## src/rtl/inst_fetch_if.sv

```systemverilog
// Fetch bus: ROM request/response plus the fetch-to-decode valid/ready handshake.
interface inst_fetch_if;
  logic        ce_o;
  logic [31:0] pc_o;
  logic [31:0] inst_i;
  logic        id_valid_o;
  logic [31:0] id_pc_o;
  logic [31:0] id_inst_o;
  logic        id_ready_i;

  modport master (
    output ce_o, pc_o, id_valid_o, id_pc_o, id_inst_o,
    input  inst_i, id_ready_i
  );

  modport slave (
    input  ce_o, pc_o, id_valid_o, id_pc_o, id_inst_o,
    output inst_i, id_ready_i
  );
endinterface

```

## src/rtl/inst_fetch.sv

```systemverilog
// Instruction fetch: drives the PC to a combinational ROM and buffers {pc, inst} in a FIFO for decode.
// Optional FETCH_ALIGN_CHECK_EN adds a registered misalign_o flag for unaligned branch targets.
module inst_fetch #(
  parameter logic [31:0] RESET_PC = 32'h0000_0000,
  parameter int unsigned DEPTH    = 2
) (
  input  logic         clk,
  input  logic         rst,
  input  logic         stall_i,
  input  logic         branch_flag_i,
  input  logic [31:0]  branch_target_i,
  inst_fetch_if.master fetch_bus
`ifdef FETCH_ALIGN_CHECK_EN
  ,
  output logic         misalign_o
`endif
);

  localparam int unsigned PW = (DEPTH > 1) ? $clog2(DEPTH) : 1;
  localparam int unsigned CW = PW + 1;

  typedef enum logic {ST_IDLE, ST_FETCH} state_t;

  state_t        state_q;
  logic [31:0]   pc_q, pc_d;
  logic [PW-1:0] wr_q, wr_d, rd_q, rd_d;
  logic [CW-1:0] count_q, count_d;
  logic [31:0]   pc_mem   [DEPTH];
  logic [31:0]   inst_mem [DEPTH];

  logic ce, full, valid, push, pop;

  assign ce    = (state_q == ST_FETCH);
  assign full  = (count_q == CW'(DEPTH));
  assign valid = (count_q != '0);
  assign push  = ce & ~stall_i & ~full & ~branch_flag_i;
  assign pop   = valid & fetch_bus.id_ready_i & ~branch_flag_i;

  always_comb begin
    pc_d    = pc_q;
    wr_d    = wr_q;
    rd_d    = rd_q;
    count_d = count_q;
    if (branch_flag_i) begin
      // Redirect flushes every buffered entry; the target is fetched on the next push.
      pc_d    = {branch_target_i[31:2], 2'b00};
      wr_d    = '0;
      rd_d    = '0;
      count_d = '0;
    end else begin
      if (push) begin
        pc_d = pc_q + 32'd4;
        wr_d = wr_q + PW'(1);
      end
      if (pop) begin
        rd_d = rd_q + PW'(1);
      end
      case ({push, pop})
        2'b10:   count_d = count_q + CW'(1);
        2'b01:   count_d = count_q - CW'(1);
        default: count_d = count_q;
      endcase
    end
  end

  always_ff @(posedge clk or posedge rst) begin
    if (rst) begin
      state_q  <= ST_IDLE;
      pc_q     <= RESET_PC;
      wr_q     <= '0;
      rd_q     <= '0;
      count_q  <= '0;
      pc_mem   <= '{default: '0};
      inst_mem <= '{default: '0};
    end else begin
      state_q <= ST_FETCH;
      pc_q    <= pc_d;
      wr_q    <= wr_d;
      rd_q    <= rd_d;
      count_q <= count_d;
      if (push) begin
        pc_mem[wr_q]   <= pc_q;
        inst_mem[wr_q] <= fetch_bus.inst_i;
      end
    end
  end

  assign fetch_bus.ce_o       = ce;
  assign fetch_bus.pc_o       = pc_q;
  assign fetch_bus.id_valid_o = valid;
  assign fetch_bus.id_pc_o    = valid ? pc_mem[rd_q]   : '0;
  assign fetch_bus.id_inst_o  = valid ? inst_mem[rd_q] : '0;

`ifdef FETCH_ALIGN_CHECK_EN
  logic misalign_q;

  always_ff @(posedge clk or posedge rst) begin
    if (rst) begin
      misalign_q <= 1'b0;
    end else begin
      misalign_q <= branch_flag_i & (|branch_target_i[1:0]);
    end
  end

  assign misalign_o = misalign_q;
`else
  logic unused_tgt_bits;
  assign unused_tgt_bits = ^branch_target_i[1:0];
`endif

endmodule

```

## src/flat_wrapper.sv

```systemverilog
// flat-port wrapper written by rule: the top's interface ports become plain ports
module inst_fetch_flat 
#(
  parameter logic [31:0] RESET_PC = 32'h0000_0000,
  parameter int unsigned DEPTH    = 2
)
  (clk, rst, stall_i, branch_flag_i, branch_target_i, fetch_bus_ce_o, fetch_bus_pc_o, fetch_bus_id_valid_o, fetch_bus_id_pc_o, fetch_bus_id_inst_o, fetch_bus_inst_i, fetch_bus_id_ready_i);
  inst_fetch_if fetch_bus_i ();
  input  logic clk;
  input  logic rst;
  input  logic stall_i;
  input  logic branch_flag_i;
  input  logic [31:0] branch_target_i;
  output wire logic [$bits(fetch_bus_i.ce_o)-1:0] fetch_bus_ce_o;
  output wire logic [$bits(fetch_bus_i.pc_o)-1:0] fetch_bus_pc_o;
  output wire logic [$bits(fetch_bus_i.id_valid_o)-1:0] fetch_bus_id_valid_o;
  output wire logic [$bits(fetch_bus_i.id_pc_o)-1:0] fetch_bus_id_pc_o;
  output wire logic [$bits(fetch_bus_i.id_inst_o)-1:0] fetch_bus_id_inst_o;
  input wire logic [$bits(fetch_bus_i.inst_i)-1:0] fetch_bus_inst_i;
  input wire logic [$bits(fetch_bus_i.id_ready_i)-1:0] fetch_bus_id_ready_i;
  assign fetch_bus_ce_o = fetch_bus_i.ce_o;
  assign fetch_bus_pc_o = fetch_bus_i.pc_o;
  assign fetch_bus_id_valid_o = fetch_bus_i.id_valid_o;
  assign fetch_bus_id_pc_o = fetch_bus_i.id_pc_o;
  assign fetch_bus_id_inst_o = fetch_bus_i.id_inst_o;
  assign fetch_bus_i.inst_i = fetch_bus_inst_i;
  assign fetch_bus_i.id_ready_i = fetch_bus_id_ready_i;
  inst_fetch #(.RESET_PC(RESET_PC), .DEPTH(DEPTH)) u_core (.clk(clk), .rst(rst), .stall_i(stall_i), .branch_flag_i(branch_flag_i), .branch_target_i(branch_target_i), .fetch_bus(fetch_bus_i));
endmodule
```

## config.mk

```make
export PLATFORM = sky130hd
export DESIGN_NAME = inst_fetch_flat
export DESIGN_NICKNAME = d
export VERILOG_FILES = /design/src/rtl/inst_fetch_if.sv /design/src/rtl/inst_fetch.sv /design/src/flat_wrapper.sv
export SDC_FILE = /design/constraint.sdc
export NUM_CORES = 1
export LEC_CHECK = 0
export CELL_PAD_IN_SITES_DETAIL_PLACEMENT = 1
export CELL_PAD_IN_SITES_GLOBAL_PLACEMENT = 1
export CORE_MARGIN = 2
export CORE_UTILIZATION = 40
export DETAILED_ROUTE_END_ITERATION = 10
export PLACE_DENSITY = 0.76
export SKIP_CTS_REPAIR_TIMING = 1
export SYNTH_ARGS = -nofsm -noshare
export SYNTH_HDL_FRONTEND = slang
export SYNTH_SLANG_ARGS = --single-unit
```

## constraint.sdc

```tcl
create_clock -name clk -period 7.3 [get_ports clk]
set_clock_uncertainty 0.15 [all_clocks]
set_input_delay 1.825 -clock clk [delete_from_list [all_inputs] [get_ports clk]]
set_output_delay 1.825 -clock clk [all_outputs]
set_load 0.05 [all_outputs]
```

# --- After elaboration in Yosys (flattened, before gate mapping) ---
# Cells that the tools add are included.
word_totals:
  latchBits: 0
  mem_bits_rw: 0
  mem_bits_ro: 0
  output_inout_bits: 98
  mem_count: 0
  elab_cells: 55
  input_bits: 69
  ff_bits: 165
op_classes:
  div: 0
  n_eq_ne: 3
  shift: 0
  bitwise_logic: 10
  reduce_logical: 5
  mul: 0
  add_sub_neg: 5
  n_lt_le_gt_ge: 3
  n_mux: 20
ops:
  columns: ["cell", "n"]
  rows:
  - ["32-bit 2-to-1 mux", 11]
  - ["64-bit bitwise mux", 2]
  - ["32-bit by 3-bit adder with 32-bit output (second input constant)", 1]
  - ["32-bit demux with 1-bit select", 1]
  - ["2-bit nonzero test", 3]
  - ["1-bit AND", 5]
  - ["2-bit == test (second input constant)", 2]
  - ["2-bit greater-or-equal comparator (second input constant)", 2]
  - ["1-bit 2-to-1 mux", 4]
  - ["1-bit inverter with 2-bit output", 2]
  - ["2-bit case mux with 2 select lines", 1]
  - ["1-bit inverter", 3]
  - ["3-bit nonzero test", 1]
  - ["1-bit adder (second input constant)", 2]
  - ["2-bit by 1-bit adder with 2-bit output (second input constant)", 1]
  - ["2-bit by 1-bit == test with 1-bit output (second input constant)", 1]
  - ["2-bit by 1-bit < comparator with 1-bit output (second input constant)", 1]
  - ["2-bit 2-to-1 mux", 1]
  - ["2-bit by 1-bit subtractor with 2-bit output (second input constant)", 1]
  - ["1-bit logical AND", 1]

# --- Longest topological paths before layout ---
# Gate-level depths: netlist of the first run.
logic_depth:
  ltp_word: 7
  depth_mapped: 7

# --- Worst setup path before layout of the first run ---
# Ideal clock, no wire load.
synth_timing:
  path_type: "reg-to-output"
  start: "register u_core.rd_q"
  end: "output port fetch_bus_id_inst_o[0]"
  stages_incl_launch_ff: 5
  n_path_buf: 2
  t_required_ns: 5.325
  arrival_ns: 1.857
  slack_ns: 3.468
  cell_sequence: "dfrtp_1 -> clkbuf_1 -> buf_1 -> mux2i_1 -> nor2_1"
synth_between:
  elab_chain_cells: 5
synth_rtl:
  columns: ["item", "line", "text"]
  rows:
  - ["from (decl)", "inst_fetch.sv:26", "logic [PW-1:0] wr_q, wr_d, rd_q, rd_d;"]
  - ["from (signal assigned)", "inst_fetch.sv:79", "rd_q <= rd_d;"]
  - ["1-bit inverter with 2-bit output (implied by the code)", "inst_fetch.sv:92", "assign fetch_bus.id_inst_o = valid ? inst_mem[rd_q] : '0;"]
  - ["32-bit 2-to-1 mux (implied by the code) (3 in a row)", "inst_fetch.sv:92", null]
  - ["32-bit 2-to-1 mux", "inst_fetch.sv:92", null]
  - ["to (decl)", "flat_wrapper.sv:18", "output wire logic [$bits(fetch_bus_i.id_inst_o)-1:0] fetch_bus_id_inst_o;"]
# No other way between the ends. The select of a mux whose other input is x is not followed.

# --- Worst setup path after layout of the first run ---
layout_timing:
  start: "register u_core.rd_q"
  end: "output port fetch_bus_id_inst_o[20]"
# Same word-level chain as after synthesis.

==> flow_summary.json, run 1 <==
{
  "outcome": "complete, no violations",
  "groute.usage.overall_pct": 20.3,
  "final_period_minus_worst_setup_slack_ns": 4.90,
  "synth_top_area_share_pct": 53.3,
  "whs_ns": 0.340,
  "hp-class": "reg -> reg",
  "totalWireLength_mm": 19.6,
  "cts_buffers": 17,
  "clk_root_buffer_cell": "clkbuf_16",
  "period_share_pct": 67.1,
  "post-route-drc-count": 0,
  "design.die.area_sq_um": 19800,
  "timing.final.ws_setup_ns": 2.40,
  "arrival_ns": 2.93,
  "area.growth.synth_to_final_pct": 32.2,
  "first_pass_grt_wire_length_mm": 32.1,
  "number_of_antenna_violations_at_the_first_check_in_global_routing": 0,
  "tritoncts_num_sinks": 159,
  "rows": 49,
  "synth_area_leader": "dfrtp_1",
  "power.total_mw": 3.10,
  "chipWidth_um": 141,
  "gp_congestion": 0.750,
  "report.final.setup_viol": 0,
  "critPathMaxFanout": 63,
  "numPortBuffers": 160,
  "critical_path_required_ns": 5.33,
  "vias": 5329,
  "setup_tns_ns": 0,
  "pre_cts_ws_ns": 2.02,
  "grt_setup_unrepaired": "no",
  "synth.lib_cells_used.distinct": 37,
  "power.static_leakage_nw": 4.07,
  "power_per_cell_area_nw_per_um2": 314,
  "tightest_slew_ns": 1.23,
  "grt_max_degree": 86,
  "cts_tree": "yes",
  "timing.slew.headroom_pct": 18.1,
  "h-tree-depth": 4,
  "final_net_count": 838,
  "yosys_warnings": 0,
  "drt.antenna.violating_nets": 0,
  "cts_max_path_bufs": 2,
  "dpl.hpwl_mm": 12.5,
  "netlist_area_sq_um": 7470,
  "grt_pass1_vias": 5990,
  "final_layout_size_suffix_gt1_share_pct": 20.7,
  "cap_viol_max_count": 0,
  "timing.final.hold_violations": 0,
  "start_kind": "flip-flop",
  "cts.clk_slew.worst_paths_ns": 0.06,
  "design.portCount": 167,
  "die_height_um": 141,
  "fp.coreArea_sq_um": 18100,
  "vdd.ir_drop.worst_mv": 0.186,
  "post_synth_inst_count": 623,
  "slew_viol_final": 0,
  "syn-mean-instance-area_sq_um": 12.0,
  "yosysSeqAreaShare_pct": 53.3,
  "peak_freq_mhz": 204,
  "grt_overflow_total": 0,
  "cp-end-kind": "output pin",
  "avgRoutedWirePerCell_um": 19.4,
  "worst-setup-path-type": "reg -> out",
  "post_synthesis_register_bit_count": 159,
  "initialDrtViolationCount": 221,
  "num_antenna_cells": 0,
  "ys_top_cells_by_area": "dfrtp_1 53%, mux2_2 18%, mux2i_1 8.4%, nor2_1 3.7%, xor2_1 2.8%",
  "starting_utilization_of_the_core_area_pct": 41.2,
  "avgViaCountPerCell": 5.28,
  "first_pass_iters": 4,
  "worst_skew_pair.late_latency_ns": 0.42
}
==> power breakdown <==
part / switching (mW) / total, mW / internal [mW] / leakage (nW)
combinational: 0.489 / 0.873 / 0.385 / 1.79
clock: 0.349 / 0.973 / 0.624 / 0.317
sequential: 0.160 / 1.25 / 1.09 / 1.96
==> state kept, by name, indices dropped and copies added, names as in the netlist <==
register	count
u_core.fetch_bus.pc_o	30
u_core.wr_q	1
u_core.pc_mem	60
u_core.count_q	2
u_core.inst_mem	64
u_core.fetch_bus.ce_o	1
u_core.rd_q	1
==> cells by family (layout without fill, tap and decap cells) <==
kind of cell	Yosys count	in the layout	share of synthesized area, %
compound gates	35	35	2.50
xor+xnor	30	30	3.52
fa+ha+maj	1	1	0.167
buf+inv	47	202	3.05
flops	159	159	53.3
mux	186	186	27.0
other cells	2	5	0.101
simple gates	163	163	10.4
==> final timing paths <==
| check | start | to | slack, ns | cells past startpoint |
|---|---|---|---|---|
| min in group asynchronous | rst | u_core.pc_mem[2]$_DFFE_PP0P_ | 1.80 | 2 |
| hold / removal | u_core.inst_mem[53]$_DFFE_PP0P_ | u_core.inst_mem[53]$_DFFE_PP0P_ | 0.34 | 1 |
| setup reg to reg | u_core.count_q[1]$_DFFE_PP0P_ | u_core.pc_mem[2]$_DFFE_PP0P_ | 3.95 | 4 |
| max in group asynchronous | rst | u_core.inst_mem[22]$_DFFE_PP0P_ | 3.72 | 3 |
| setup / recovery | u_core.rd_q$_DFFE_PP0P_ | fetch_bus_id_inst_o[20] | 2.40 | 3 |
| hold reg to reg | u_core.inst_mem[53]$_DFFE_PP0P_ | u_core.inst_mem[53]$_DFFE_PP0P_ | 0.34 | 1 |
==> routing by layer <==
metal,vias to the layer above,GRT usage (%),part of all wire (%)
li1,2439,-,-
met4,0,5.32,0.86
met1,2764,26.1,45
met5,-,0,0
met2,115,34.9,51
met3,11,4.52,3.8
==> synthesized netlist by cell type, drive strengths merged <==
master / number
conb: 2
inv: 4
and4: 7
xnor2: 6
ha: 1
mux2: 123
nor4: 2
a22oi: 1
nor3: 1
and2: 2
o21bai: 1
buf: 28
nand2: 39
a31oi: 1
nor2: 73
nand3: 10
mux2i: 63
dfrtp: 159
nor2b: 2
o21ai: 29
xor2: 24
a21oi: 1
or4: 2
clkbuf: 15
nand4: 16
nor4b: 1
and3: 4
nor3b: 1
o211ai: 2
nand2b: 2
or3: 1
==> final cells by class <==
class,instances,area (sq um)
clock inverters,11,186
fillers,1903,8270
multi-input cells,420,3300
inverters,4,20.0
flip-flops and latches,159,3980
well taps,229,287
clock buffers,21,460
repair buffers,166,1640
==> critical path, stage by stage (launching register included) <==
cell and delay [ns]:
dfrtp_4 1.23, mux2i_1 0.23, nor2_1 0.17, clkdlybuf4s50_1 0.82
==> cells in the final DEF, fill, tap and decap left out, drive strengths merged, types with 2 or more instances in the layout <==
master and instances:
clkdlybuf4s50 159, dfrtp 159, mux2 123, nor2 73, mux2i 63, nand2 39, o21ai 29, xor2 24
clkbuf 21, nand4 16, nand3 10, and4 7, buf 7, xnor2 6, conb 5, bufinv 5
clkinv 5, and3 4, inv 4, nor2b 2, nand2b 2, o211ai 2, and2 2, or4 2
nor4 2
==> metrics by stage <==
step / std cells / cell area (sq um) / util (%)
6_report: 1010 / 9870 / 54.4
5_1_grt: 1010 / 9870 / 54.4
4_1_cts: 1010 / 9870 / 54.4
3_5_place_dp: 978 / 9230 / 50.8
3_3_place_gp: 978 / 9230 / 50.8
2_1_floorplan: 626 / 7480 / -
Power figures use the tool's default switching activity.
==> run 2, diff against run 1 <==
--- a/config.mk
+++ b/config.mk
@@ -8,9 +8,9 @@
 export CELL_PAD_IN_SITES_DETAIL_PLACEMENT = 1
 export CELL_PAD_IN_SITES_GLOBAL_PLACEMENT = 1
 export CORE_MARGIN = 2
-export CORE_UTILIZATION = 40
+export CORE_UTILIZATION = 36
 export DETAILED_ROUTE_END_ITERATION = 10
-export PLACE_DENSITY = 0.76
+export PLACE_DENSITY = 0.72
 export SKIP_CTS_REPAIR_TIMING = 1
 export SYNTH_ARGS = -nofsm -noshare
 export SYNTH_HDL_FRONTEND = slang
==> constraint.sdc (replaced) <==
create_clock -name clk -period 4.4 [get_ports clk]
set_clock_uncertainty 0.15 [all_clocks]
set_input_delay 1.1 -clock clk [delete_from_list [all_inputs] [get_ports clk]]
set_output_delay 1.1 -clock clk [all_outputs]
set_load 0.05 [all_outputs]
==> run 2 against run 1 <==
- utilization fell by 5.5 points
- register-to-register slack lost 2.1 ns
- clock-buffer cell count shrank 4
- die area grew 11%
- critical path depth is 1 higher
- global-route usage down 1.8 points
- clock power grew 43%
- highest routed layer unchanged
==> flow_summary.json, run 2 (synthesized netlist as in run 1, its figures left out) <==
{
  "outcome": "complete, no violations",
  "peak_freq_mhz": 254,
  "grt_overflow_total": 0,
  "final_net_count": 848,
  "grtUsageMet2_pct": 32.0,
  "chipWidth_um": 148,
  "clk_root_buffer_cell": "clkbuf_16",
  "power.static_leakage_nw": 4.06,
  "critPathMaxFanout": 23,
  "gp_congestion": 0.771,
  "final_layout_size_suffix_gt1_share_pct": 22.0,
  "first_pass_grt_wire_length_mm": 31.7,
  "setup_tns_ns": 0,
  "timing.final.hold_violations": 0,
  "mostFrequentLayoutCell": "clkdlybuf4s50_1",
  "tightest_slew_ns": 0.775,
  "design.die.area_sq_um": 21900,
  "dpl.hpwl_mm": 13.5,
  "pre_cts_ws_ns": 0.798,
  "drt.antenna.violating_nets": 0,
  "cts.clk_slew.worst_paths_ns": 0.06,
  "cp-end-kind": "output pin",
  "most_frequent_cells_in_the_layout": "159 x clkdlybuf4s50_1, 158 x dfrtp_1, 119 x mux2_2",
  "die_height_um": 148,
  "max_flop_register": "u_core.inst_mem",
  "worst-setup-path-type": "reg -> out",
  "critical_path_required_ns": 3.15,
  "grt_setup_unrepaired": "no",
  "vdd.ir_drop.worst_mv": 0.293,
  "fp.coreArea_sq_um": 20300,
  "power_per_cell_area_nw_per_um2": 496,
  "design.portCount": 167,
  "cts_buffers": 17,
  "start_kind": "flip-flop",
  "gr-max-usage-layer": "met2",
  "area.growth.synth_to_final_pct": 32.8,
  "cts_tree": "yes",
  "groute.usage.overall_pct": 18.6,
  "timing.slew.headroom_pct": 48.3,
  "cts_max_path_bufs": 2,
  "h-tree-depth": 4,
  "period_share_pct": 89.5,
  "avgRoutedWirePerCell_um": 18.5,
  "largest_register_ffs": 64,
  "cap_viol_max_count": 0,
  "numPortBuffers": 160,
  "startpoint": "u_core.rd_q$_DFFE_PP0P_",
  "grt_pass1_vias": 5938,
  "holdCritStartpoint": "u_core.pc_mem[60]$_DFFE_PP0P_",
  "grt_max_degree": 76,
  "report.final.setup_viol": 0,
  "stdcell_count": 1061,
  "starting_utilization_of_the_core_area_pct": 36.8,
  "crit-reg2reg-launch": "u_core.count_q[1]$_DFFE_PP0P_",
  "tritoncts_num_sinks": 159,
  "first_pass_iters": 4,
  "worst_skew_pair.late_latency_ns": 0.43,
  "timing.final.ws_setup_ns": 0.462,
  "num_antenna_cells": 0,
  "rows": 52,
  "vias": 5341,
  "use_met1_pct": 23.5,
  "hp-class": "reg -> reg",
  "totalWireLength_mm": 19.7,
  "slew_viol_final": 0,
  "power.total_mw": 4.92,
  "placed_cells": 1029,
  "arrival_ns": 2.69,
  "number_of_antenna_violations_at_the_first_check_in_global_routing": 0,
  "post-route-drc-count": 0,
  "final_period_minus_worst_setup_slack_ns": 3.94,
  "initialDrtViolationCount": 217,
  "grt.met3_usage_pct": 4.20,
  "avgViaCountPerCell": 5.03
}
[run 2: power by group]
group	internal [mW]	total (mW)	switching (mW)	leakage [nW]
sequential	1.81	2.03	0.223	1.96
clock	0.782	1.39	0.612	0.267
combinational	0.644	1.49	0.851	1.84
total	3.23	4.92	1.69	4.06
[run 2: cell type report]
cell class	instances	area, sq um
tap	270	338
clock buffer	17	425
timing repair buffer	176	1730
multi-input combinational	420	3300
fill	2143	10400
inverter	4	18.8
clock inverter	15	133
sequential	159	3980
[run 2: through the flow]
stage	hold WS (ns)	util, %	instance area (sq um)
after global placement	0.315	46.1	9360
after floorplan	0.300	-	7490
after global routing	0.361	48.9	9920
after CTS	0.340	48.9	9920
final	0.342	48.9	9920
after detailed placement	0.326	46.1	9360
[run 2: path summary, 6_finish.rpt]
path / cells after the start / slack [ns] / end
min in group asynchronous: 2 / 0.99 / u_core.pc_mem[3]$_DFFE_PP0P_
hold / removal: 1 / 0.34 / u_core.pc_mem[60]$_DFFE_PP0P_
setup reg to reg: 6 / 1.82 / u_core.pc_mem[20]$_DFFE_PP0P_
max in group asynchronous: 3 / 2.29 / u_core.pc_mem[28]$_DFFE_PP0P_
hold reg to reg: 1 / 0.34 / u_core.pc_mem[60]$_DFFE_PP0P_
setup / recovery: 4 / 0.46 / fetch_bus_id_pc_o[18]
[run 2: layer usage]
layer,vias to the layer above,routed length [um]
li1,2471,-
met1,2719,8760
met2,132,9880
met3,19,805
met4,0,232
met5,-,0
[run 2: critical path, stage by stage, from the launching register on]
cell and delay [ns]:
dfrtp_4 0.58, buf_4 0.48, mux2i_1 0.15, nor2_1 0.19, clkdlybuf4s50_1 0.84
==> run 3, diff against run 2 <==
--- a/config.mk
+++ b/config.mk
@@ -10,8 +10,10 @@
 export CORE_MARGIN = 2
 export CORE_UTILIZATION = 36
 export DETAILED_ROUTE_END_ITERATION = 10
+export MAX_ROUTING_LAYER = met4
 export PLACE_DENSITY = 0.72
 export SKIP_CTS_REPAIR_TIMING = 1
+export SLEW_MARGIN = 30
 export SYNTH_ARGS = -nofsm -noshare
 export SYNTH_HDL_FRONTEND = slang
 export SYNTH_SLANG_ARGS = --single-unit
==> run 3 against run 2 <==
- clock power hardly changed
- combinational power about the same
- sequential share of layout area did not move
- cell area unchanged
- total power about the same
- non-clock buffer count unchanged
- sequential power about the same
- critical endpoint unchanged
- critical path type unchanged
- utilization is the same
- largest power group unchanged
- largest cell class unchanged
==> flow_summary.json, run 3 (synthesized netlist as in run 1, its figures left out) <==
{
  "timing.critical_path.buf_inv": 2,
  "first_pass_iters": 4,
  "cts.clk_slew.worst_paths_ns": 0.06,
  "cts_tree": "yes",
  "cts_max_path_bufs": 2,
  "post-route-drc-count": 0,
  "largest_register_ffs": 64,
  "power.static_leakage_nw": 4.06,
  "reg2regPathDepth": 6,
  "avgRoutedWirePerCell_um": 18.6,
  "design.portCount": 167,
  "cp.depth": 4,
  "worst_path_largest_cell_delay_ns": 0.84,
  "num_antenna_cells": 0,
  "power.total_mw": 4.92,
  "vias": 5324,
  "cap_viol_max_count": 0,
  "grt_setup_unrepaired": "no",
  "grt_pass1_vias": 5951,
  "design.die.area_sq_um": 21900,
  "initialDrtViolationCount": 226,
  "final_net_count": 848,
  "max_flop_register": "u_core.inst_mem",
  "mostFrequentLayoutCell": "clkdlybuf4s50_1",
  "vdd.ir_drop.worst_mv": 0.293,
  "critPathMaxFanout": 23,
  "worst_path_dominant_cell_family": "buffers and inverters",
  "worst_skew_pair.late_latency_ns": 0.43,
  "holdPathStages": 1,
  "filler_cell_count": 2143,
  "groute.usage.overall_pct": 19.1,
  "pre_cts_ws_ns": 0.798,
  "start_kind": "flip-flop",
  "slew_viol_final": 0,
  "timing.critical_path.cells": "buf_4 > mux2i_1 > nor2_1 > clkdlybuf4s50_1",
  "final_layout_size_suffix_gt1_share_pct": 22.0,
  "whs_ns": 0.342,
  "most_frequent_cells_in_the_layout": "159 x clkdlybuf4s50_1, 158 x dfrtp_1, 119 x mux2_2",
  "timing.slew.headroom_pct": 48.4,
  "cpMaxStageDelayCell": "clkdlybuf4s50_1",
  "fin_util_pct": 48.9,
  "number_of_antenna_violations_at_the_first_check_in_global_routing": 0,
  "tritoncts_num_sinks": 159,
  "drt.antenna.violating_nets": 0,
  "cp-end-kind": "output pin",
  "gp_congestion": 0.782,
  "cts_buffers": 17,
  "first_pass_grt_wire_length_mm": 31.7,
  "outcome": "complete, no violations",
  "h-tree-depth": 4,
  "numPortBuffers": 160,
  "critical_path_required_ns": 3.15,
  "chipWidth_um": 148,
  "area.growth.synth_to_final_pct": 32.8,
  "report.final.setup_viol": 0,
  "period_share_pct": 89.4,
  "rows": 52,
  "totalWireLength_mm": 19.7,
  "arrival_ns": 2.68,
  "dpl.hpwl_mm": 13.5,
  "power_per_cell_area_nw_per_um2": 496,
  "final_period_minus_worst_setup_slack_ns": 3.93,
  "fp.coreArea_sq_um": 20300,
  "starting_utilization_of_the_core_area_pct": 36.8,
  "die_height_um": 148,
  "grt_overflow_total": 0,
  "clk_root_buffer_cell": "clkbuf_16",
  "peak_freq_mhz": 254,
  "avgViaCountPerCell": 5.02,
  "worst-r2r-setup-slack_ns": 1.82,
  "setup_tns_ns": 0,
  "hp-class": "reg -> reg",
  "timing.final.ws_setup_ns": 0.466,
  "worst-setup-path-type": "reg -> out",
  "grt_max_degree": 76,
  "tightest_slew_ns": 0.774,
  "timing.final.hold_violations": 0
}
run 3: cell counts in the layout (fill, tap and decap cells not counted):
Identical to the previous run, type by type.
run 3: through the flow:
step,instance area (sq um),std cells
finish,9920,1061
global route,9920,1061
global placement,9360,1029
CTS,9920,1061
floorplan,7490,626
detailed placement,9360,1029
run 3: per-layer routing:
metal  vias to the layer above  share of wire (%)  global-route usage, %
met5                         -                  0                      -
met2                       129                 50                   32.0
met1                      2704                 45                   23.8
met3                        20                3.9                   3.90
met4                         0                1.2                   5.10
li1                       2471                  -                      -
run 3: cell type report:
type	count	area [sq um]	share of cell area (%)
Multi-Input combinational cell	420	3300	33.2
Clock inverter	15	133	1.34
Inverter	4	18.8	0.189
Tap cell	270	338	3.40
Clock buffer	17	425	4.29
Sequential cell	159	3980	40.1
Timing Repair Buffer	176	1730	17.4
run 3: worst reg2reg max path, stage by stage (launching register included):
cell and delay [ns]:
dfrtp_1 0.45, nor2b_1 0.43, nor2_1 0.09, buf_4 0.21
nand3_4 0.40, buf_4 0.35, mux2_2 0.38
run 3: worst paths after layout:
path | startpoint | end
worst max-delay path | u_core.rd_q$_DFFE_PP0P_ | fetch_bus_id_pc_o[18]
worst min-delay path | u_core.pc_mem[60]$_DFFE_PP0P_ | u_core.pc_mem[60]$_DFFE_PP0P_
worst max register to register | u_core.count_q[1]$_DFFE_PP0P_ | u_core.pc_mem[20]$_DFFE_PP0P_
worst min register to register | u_core.pc_mem[60]$_DFFE_PP0P_ | u_core.pc_mem[60]$_DFFE_PP0P_
max in group asynchronous | rst | u_core.fetch_bus.pc_o[31]$_DFFE_PP0P_
min in group asynchronous | rst | u_core.pc_mem[3]$_DFFE_PP0P_
run 3: where the power goes:
part / total (mW) / switching, mW / leakage (nW) / internal, mW
registers: 2.03 / 0.223 / 1.96 / 1.81
logic: 1.49 / 0.850 / 1.84 / 0.644
clock network: 1.40 / 0.615 / 0.267 / 0.782
